## src/rtl/exe_stage_mc.sv

```systemverilog
// exe_stage_mc: multi-cycle ARM execute stage (ALU, NZCV, branch target) with a registered EX/MEM output.
// Define EXE_MUL_EN to build the iterative multiplier for cmd 1010; otherwise that code is unknown.
module exe_stage_mc #(
  parameter int unsigned DATA_W    = 32,
  parameter int unsigned ADDR_W    = 32,
  parameter int unsigned MUL_BPC   = 4,
  parameter int unsigned REG_IDX_W = 4
) (
  input  logic                 clk,
  input  logic                 rst,
  input  logic                 flush,
  input  logic                 in_valid,
  output logic                 in_ready,
  input  logic [3:0]           cmd,
  input  logic                 wb_en_in,
  input  logic                 mem_read_in,
  input  logic                 mem_write_in,
  input  logic                 s_in,
  input  logic                 b_in,
  input  logic [REG_IDX_W-1:0] dest_in,
  input  logic [ADDR_W-1:0]    pc_in,
  input  logic [DATA_W-1:0]    val_rn,
  input  logic [DATA_W-1:0]    val2,
  input  logic [DATA_W-1:0]    val_rm,
  input  logic [23:0]          imm24,
  input  logic [3:0]           sr_in,
  output logic                 out_valid,
  input  logic                 out_ready,
  output logic [DATA_W-1:0]    alu_res,
  output logic [3:0]           sr_out,
  output logic                 sr_we,
  output logic                 branch_taken,
  output logic [ADDR_W-1:0]    branch_address,
  output logic                 wb_en_out,
  output logic                 mem_read_out,
  output logic                 mem_write_out,
  output logic [REG_IDX_W-1:0] dest_out,
  output logic [DATA_W-1:0]    val_rm_out,
  output logic [ADDR_W-1:0]    pc_out,
  output logic                 busy
);

  localparam int unsigned SUM_W = DATA_W + 1;
  localparam logic [3:0] CMD_MOV = 4'b0001;
  localparam logic [3:0] CMD_ADD = 4'b0010;
  localparam logic [3:0] CMD_ADC = 4'b0011;
  localparam logic [3:0] CMD_SUB = 4'b0100;
  localparam logic [3:0] CMD_SBC = 4'b0101;
  localparam logic [3:0] CMD_AND = 4'b0110;
  localparam logic [3:0] CMD_ORR = 4'b0111;
  localparam logic [3:0] CMD_EOR = 4'b1000;
  localparam logic [3:0] CMD_MVN = 4'b1001;

  if ((DATA_W % MUL_BPC) != 0) begin : g_bpc_check
    $error("MUL_BPC must divide DATA_W");
  end

  typedef enum logic [1:0] {IDLE, MUL_RUN, MUL_DONE} state_t;
  state_t state, state_nxt;

  logic can_load_c, accept_c, is_mul_c, mul_last_c;
  logic load_single_c;

  assign can_load_c    = !out_valid || out_ready;
  assign in_ready      = rst && (state == IDLE) && !flush && can_load_c;
  assign accept_c      = in_valid && in_ready;
  assign load_single_c = accept_c && !is_mul_c;

  // Single-cycle ALU; subtraction is rn + ~val2 + cin so carry out is the no-borrow flag
  logic [DATA_W-1:0] res_c, opb_c;
  logic [SUM_W-1:0]  sum_c;
  logic              cin_c, arith_c, known_c, c_c, v_c;
  logic [3:0]        sr_c;

  always_comb begin
    res_c   = '0;
    opb_c   = val2;
    cin_c   = 1'b0;
    arith_c = 1'b0;
    known_c = 1'b1;
    case (cmd)
      CMD_MOV: res_c = val2;
      CMD_MVN: res_c = ~val2;
      CMD_ADD: arith_c = 1'b1;
      CMD_ADC: begin arith_c = 1'b1; cin_c = sr_in[1]; end
      CMD_SUB: begin arith_c = 1'b1; opb_c = ~val2; cin_c = 1'b1; end
      CMD_SBC: begin arith_c = 1'b1; opb_c = ~val2; cin_c = sr_in[1]; end
      CMD_AND: res_c = val_rn & val2;
      CMD_ORR: res_c = val_rn | val2;
      CMD_EOR: res_c = val_rn ^ val2;
      default: known_c = 1'b0;
    endcase
    sum_c = {1'b0, val_rn} + {1'b0, opb_c} + SUM_W'(cin_c);
    if (arith_c) res_c = sum_c[DATA_W-1:0];
    c_c = arith_c ? sum_c[DATA_W] : sr_in[1];
    v_c = arith_c ? ((val_rn[DATA_W-1] == opb_c[DATA_W-1]) && (res_c[DATA_W-1] != val_rn[DATA_W-1]))
                  : sr_in[0];
    sr_c = known_c ? {res_c[DATA_W-1], (res_c == '0), c_c, v_c} : sr_in;
  end

  logic signed [25:0] off_c;
  logic [ADDR_W-1:0]  br_addr_c;
  assign off_c     = {imm24, 2'b00};
  assign br_addr_c = pc_in + ADDR_W'(off_c);

`ifdef EXE_MUL_EN
  localparam logic [3:0]  CMD_MUL   = 4'b1010;
  localparam int unsigned MUL_STEPS = DATA_W / MUL_BPC;
  localparam int unsigned CNT_W     = (MUL_STEPS > 1) ? $clog2(MUL_STEPS) : 1;

  logic [DATA_W-1:0]    mcand, mplier, acc, pp_c, cap_rm;
  logic [CNT_W-1:0]     count;
  logic                 cap_wb, cap_mr, cap_mw, cap_s, cap_b;
  logic [1:0]           cap_cv;
  logic [REG_IDX_W-1:0] cap_dest;
  logic [ADDR_W-1:0]    cap_pc, cap_br;
  logic                 load_mul_c;

  assign is_mul_c   = (cmd == CMD_MUL);
  assign mul_last_c = (count == CNT_W'(MUL_STEPS - 1));
  assign load_mul_c = (state == MUL_DONE) && can_load_c;
  assign busy       = (state == MUL_RUN);

  // Partial product of the low MUL_BPC multiplier bits
  always_comb begin
    pp_c = '0;
    for (int unsigned i = 0; i < MUL_BPC; i++) begin
      if (mplier[i]) pp_c = pp_c + (mcand << i);
    end
  end

  always_ff @(posedge clk or negedge rst) begin
    if (!rst) begin
      mcand    <= '0;
      mplier   <= '0;
      acc      <= '0;
      count    <= '0;
      cap_wb   <= 1'b0;
      cap_mr   <= 1'b0;
      cap_mw   <= 1'b0;
      cap_s    <= 1'b0;
      cap_b    <= 1'b0;
      cap_cv   <= '0;
      cap_dest <= '0;
      cap_pc   <= '0;
      cap_br   <= '0;
      cap_rm   <= '0;
    end else if (accept_c && is_mul_c) begin
      mcand    <= val_rn;
      mplier   <= val2;
      acc      <= '0;
      count    <= '0;
      cap_wb   <= wb_en_in;
      cap_mr   <= mem_read_in;
      cap_mw   <= mem_write_in;
      cap_s    <= s_in;
      cap_b    <= b_in;
      cap_cv   <= sr_in[1:0];
      cap_dest <= dest_in;
      cap_pc   <= pc_in;
      cap_br   <= br_addr_c;
      cap_rm   <= val_rm;
    end else if (state == MUL_RUN) begin
      acc    <= acc + pp_c;
      mcand  <= mcand << MUL_BPC;
      mplier <= mplier >> MUL_BPC;
      count  <= count + CNT_W'(1);
    end
  end
`else
  assign is_mul_c   = 1'b0;
  assign mul_last_c = 1'b1;
  assign busy       = 1'b0;
`endif

  always_ff @(posedge clk or negedge rst) begin
    if (!rst) state <= IDLE;
    else      state <= state_nxt;
  end

  always_comb begin
    state_nxt = state;
    case (state)
      IDLE:     if (accept_c && is_mul_c) state_nxt = MUL_RUN;
      MUL_RUN:  if (mul_last_c) state_nxt = MUL_DONE;
      MUL_DONE: if (can_load_c) state_nxt = IDLE;
      default:  state_nxt = IDLE;
    endcase
    if (flush) state_nxt = IDLE;
  end

  // EX/MEM register: flush beats load, load beats drain, otherwise hold
  always_ff @(posedge clk or negedge rst) begin
    if (!rst) begin
      out_valid      <= 1'b0;
      alu_res        <= '0;
      sr_out         <= '0;
      sr_we          <= 1'b0;
      branch_taken   <= 1'b0;
      branch_address <= '0;
      wb_en_out      <= 1'b0;
      mem_read_out   <= 1'b0;
      mem_write_out  <= 1'b0;
      dest_out       <= '0;
      val_rm_out     <= '0;
      pc_out         <= '0;
    end else if (flush) begin
      out_valid     <= 1'b0;
      sr_we         <= 1'b0;
      branch_taken  <= 1'b0;
      wb_en_out     <= 1'b0;
      mem_read_out  <= 1'b0;
      mem_write_out <= 1'b0;
    end else if (load_single_c) begin
      out_valid      <= 1'b1;
      alu_res        <= res_c;
      sr_out         <= sr_c;
      sr_we          <= s_in;
      branch_taken   <= b_in;
      branch_address <= br_addr_c;
      wb_en_out      <= wb_en_in;
      mem_read_out   <= mem_read_in;
      mem_write_out  <= mem_write_in;
      dest_out       <= dest_in;
      val_rm_out     <= val_rm;
      pc_out         <= pc_in;
`ifdef EXE_MUL_EN
    end else if (load_mul_c) begin
      out_valid      <= 1'b1;
      alu_res        <= acc;
      sr_out         <= {acc[DATA_W-1], (acc == '0), cap_cv};
      sr_we          <= cap_s;
      branch_taken   <= cap_b;
      branch_address <= cap_br;
      wb_en_out      <= cap_wb;
      mem_read_out   <= cap_mr;
      mem_write_out  <= cap_mw;
      dest_out       <= cap_dest;
      val_rm_out     <= cap_rm;
      pc_out         <= cap_pc;
`endif
    end else if (out_ready) begin
      out_valid     <= 1'b0;
      sr_we         <= 1'b0;
      branch_taken  <= 1'b0;
      wb_en_out     <= 1'b0;
      mem_read_out  <= 1'b0;
      mem_write_out <= 1'b0;
    end
  end

endmodule

```

## config.mk

```make
export PLATFORM = sky130hd
export DESIGN_NAME = exe_stage_mc
export DESIGN_NICKNAME = d
export VERILOG_FILES = /design/src/rtl/exe_stage_mc.sv
export SDC_FILE = /design/constraint.sdc
export NUM_CORES = 1
export LEC_CHECK = 0
export CELL_PAD_IN_SITES_DETAIL_PLACEMENT = 2
export CELL_PAD_IN_SITES_GLOBAL_PLACEMENT = 2
export CORE_UTILIZATION = 26
export CTS_BUF_LIST = sky130_fd_sc_hd__clkbuf_2
export DETAILED_ROUTE_END_ITERATION = 10
export PLACE_DENSITY_LB_ADDON = 0.12
export SYNTH_ARGS = -nofsm -noshare
export SYNTH_HDL_FRONTEND = slang
export SYNTH_SLANG_ARGS = --single-unit
export TNS_END_PERCENT = 1
```

## constraint.sdc

```tcl
create_clock -name clk -period 2.1 [get_ports clk]
set_clock_uncertainty 0.2 [all_clocks]
set_input_delay 0.21 -clock clk [delete_from_list [all_inputs] [get_ports clk]]
set_output_delay 0.21 -clock clk [all_outputs]
set_load 0.05 [all_outputs]
```

==> flow_summary.toml <==
[yosys]
synth_cells = 1465
synthTopCellsByArea = "dfrtp_1 30%, ha_1 13%, nand2_1 12%"
async_reset_ff_share_pct = 100
avgSynthCellArea_um2 = 7.91
ys_seq_area_share_pct = 30.2
synth_edf_count = 0
yosysTopAreaCell = "dfrtp_1"
ys_ff_latch = 140
syn-cell-area_mm2 = 0.0116
syn_nets = 1766
yosysUniqueCellTypes = 78
yosys.area.top_type_share_pct = 30.2
synth_warnings = 0
ys.flop_type = "dfrtp_1"

[sta]
min_period_over_period_pct = 145
timing.slew.headroom_pct = 32.8
tightest_slew_ns = 1.01
min_period_ns = 3.05
rsz0062_at_grt = "yes"
finalSetupViolations = 51
hold_violations = 0
whs_ns = 0.0940
setup_ws_ns = -0.954
max_freq_mhz = 327
drv_slew = 0

[run_status]
status = "finished with violations"
violations = "setup timing"

[detailed_routing]
drtIter0Drc = 477
ant_nets = 0
routedWlPerCell_um = 20.9
drc = 0
vias = 13600
wirelength_um = 58500
first_pass_iters = 4
vias_per_cell = 4.87

[grt]
grt_max_degree = 103
grt_pass1_vias = 15500
use_met1_pct = 28.6
grt_pass1_wl_um = 88500
grt_antenna_before_repair = 2
busiest_layer = "met2"
use_met3_pct = 5.09
groute.usage.overall_pct = 25.6
grt_use_met2_pct = 47.9
overflow = 0

[setup_path]
rrSetupSlack_ns = -0.41
end_kind = "flop"
critPathMaxFanout = 4
arrival_ns = 3.63
crit_type = "primary input to flop"
endpoint = "sr_out[2]"
cpPeakStageDelay_ns = 0.49
crit_family = "simple AND/OR/NAND/NOR gates"
crit_path_start = "val2[0]"
crit_cells = 14
r2r_cells = 10
worstSetupStartpointType = "primary input"
crit_chain = "clkdlybuf4s50_1 -> xnor2_2 -> fa_2 -> fa_2 -> nand2b_4 -> a21oi_4 -> o211ai_1 -> and2_4 -> xnor2_1 -> a221oi_2 -> nand4_1 -> nor4bb_4 -> nand4_1 -> nand2_1"
cp_slowest_cell = "clkdlybuf4s50_1"
r2r_start = "out_valid"
path_buf_inv = 1
crit_required_ns = 2.67
reg2reg_to = "sr_out[2]"

[die]
die_width_um = 213
dieArea_mm2 = 0.0454
io_pins = 318
die-height_um = 213
core-area_mm2 = 0.0441
row_count = 77
start_util_pct = 26.3

[placed_design]
io_buffers = 316
dp_hpwl_um = 44000
gp_congestion = 0.890
place_inst = 2652

[cts]
cts_buffers = 17
htree_num_levels = 4
cts_buffer_depth = 2
cts.clk_slew.worst_paths_ns = 0.22
cts_root_buf = "clkbuf_2"
insertion_delay_ns = 0.82
clock-sinks = 140
cts_tree = "done"

[min_path]
min_from = "pc_in[3]"
hp-class = "primary input to flop"

[power]
power.total_w = 0.0127
powerDensity_mw_per_mm2 = 649
vdd_drop_max_v = 0.000275
power_leakage_nw = 9.68

[finish]
multi_input_area_mm2 = 0.00803
area_growth_pct = 69.3
nets = 2496
seq_area_mm2 = 0.00350
drive_gt1_share_pct = 30.9
finalNonFillerCells = 2802
fill_cells = 4994

[run]
maxCapViolations = 0
cell usage after synthesis (13+ instances only):
cell type,count
nand2_1,360
dfrtp_1,140
ha_1,124
inv_1,91
o21ai_0,82
a21oi_1,76
nor2_1,70
xnor2_1,68
clkbuf_1,58
xor2_1,40
mux2i_1,22
nand3_1,21
a22oi_1,20
o22ai_1,19
o21ai_1,18
a21o_1,17
nor3_1,15
nand2b_1,14
buf_2,13
worst min path at each step:
stage          cells past startpoint  slack [ns]              to
4_1_cts                            7       0.006      alu_res[3]
2_1_floorplan                      0       -0.29      alu_res[0]
5_1_grt                            4        0.03       pc_out[3]
3_5_place_dp                       2        0.12       pc_out[7]
6_report                           4        0.09       pc_out[3]
3_3_place_gp                       2        0.12  val_rm_out[25]
logic make-up (layout without fill, tap and decap cells):
group	Yosys count	after routing	share of synthesized area, %
simple gates	547	547	20.3
compound gates	342	342	19.1
buf+inv	173	916	5.90
flops	140	140	30.2
fa+ha+maj	127	127	13.9
xor+xnor	108	108	8.16
mux	27	27	2.38
other cells	1	3	0.0323
state kept, by name, indices dropped and copies added (netlist names):
signal          flops
alu_res            32
branch_address     32
val_rm_out         32
pc_out             30
dest_out            4
sr_out              4
branch_taken        1
mem_read_out        1
mem_write_out       1
out_valid           1
sr_we               1
wb_en_out           1
layer usage:
metal,part of all wire [%],wire length [um]
met2,52,30600
met1,41,23800
met4,2.9,1720
met3,4.1,2410
met5,0,0
stage by stage:
stage | worst slack [ns] | setup TNS (ns) | utilization [%] | cell area [um^2]
global route | -1.00 | -28.36 | 44.5 | 19600
CTS | -0.732 | -19.44 | 44.2 | 19500
finish | -0.954 | -23.23 | 44.5 | 19600
floorplan | -1.61 | -106.72 | - | 11700
detailed placement | -2.42 | -93.24 | 40.7 | 18000
global placement | -2.26 | -85.97 | 40.7 | 18000
cells in the final DEF (no fill, tap or decap), types with 20 or more instances in the layout:
master and count:
a21oi_1 58, a22oi_1 20, buf_2 82, buf_4 387, clkdlybuf4s15_2 38, clkdlybuf4s50_1 163
dfrtp_1 139, dlygate4sd3_1 90, ha_1 119, inv_1 91, mux2i_1 21, nand2_1 355
nor2_1 66, o21ai_0 69, o21ai_1 22, xnor2_1 60, xor2_1 39
worst min-delay path, stage by stage:
cell and delay (ns):
clkdlybuf4s50_1 0.44, inv_1 0.06, dlymetal6s4s_1 0.25, o21ai_0 0.13
layout make-up:
type,count,area share (%)
Multi-Input combinational cell,1152,40.9
Timing Repair Buffer,793,34.6
Sequential cell,140,17.9
Tap cell,592,3.77
Inverter,91,1.74
Clock inverter,14,0.688
Clock buffer,18,0.459
Antenna cell,2,0.0255
timing repair:
| item | 4_1_cts | 5_1_grt |
|---|---|---|
| gates cloned | 2 | 0 |
| pin swaps | 59 | 23 |
| setup endpoints to repair | 170 | 109 |
| hold buffers | 92 | 0 |
| setup buffers | 16 | 6 |
| hold endpoints to repair | 234 | 0 |
| resized for setup | 650 | 19 |
power by group:
part | internal [W] | switching [W] | leakage, nW
sequential | 0.00321 | 0.000300 | 1.75
combinational | 0.00290 | 0.00470 | 7.79
clock | 0.000456 | 0.00117 | 0.129
total | 0.00657 | 0.00618 | 9.68
Power figures use the tool's default switching activity.
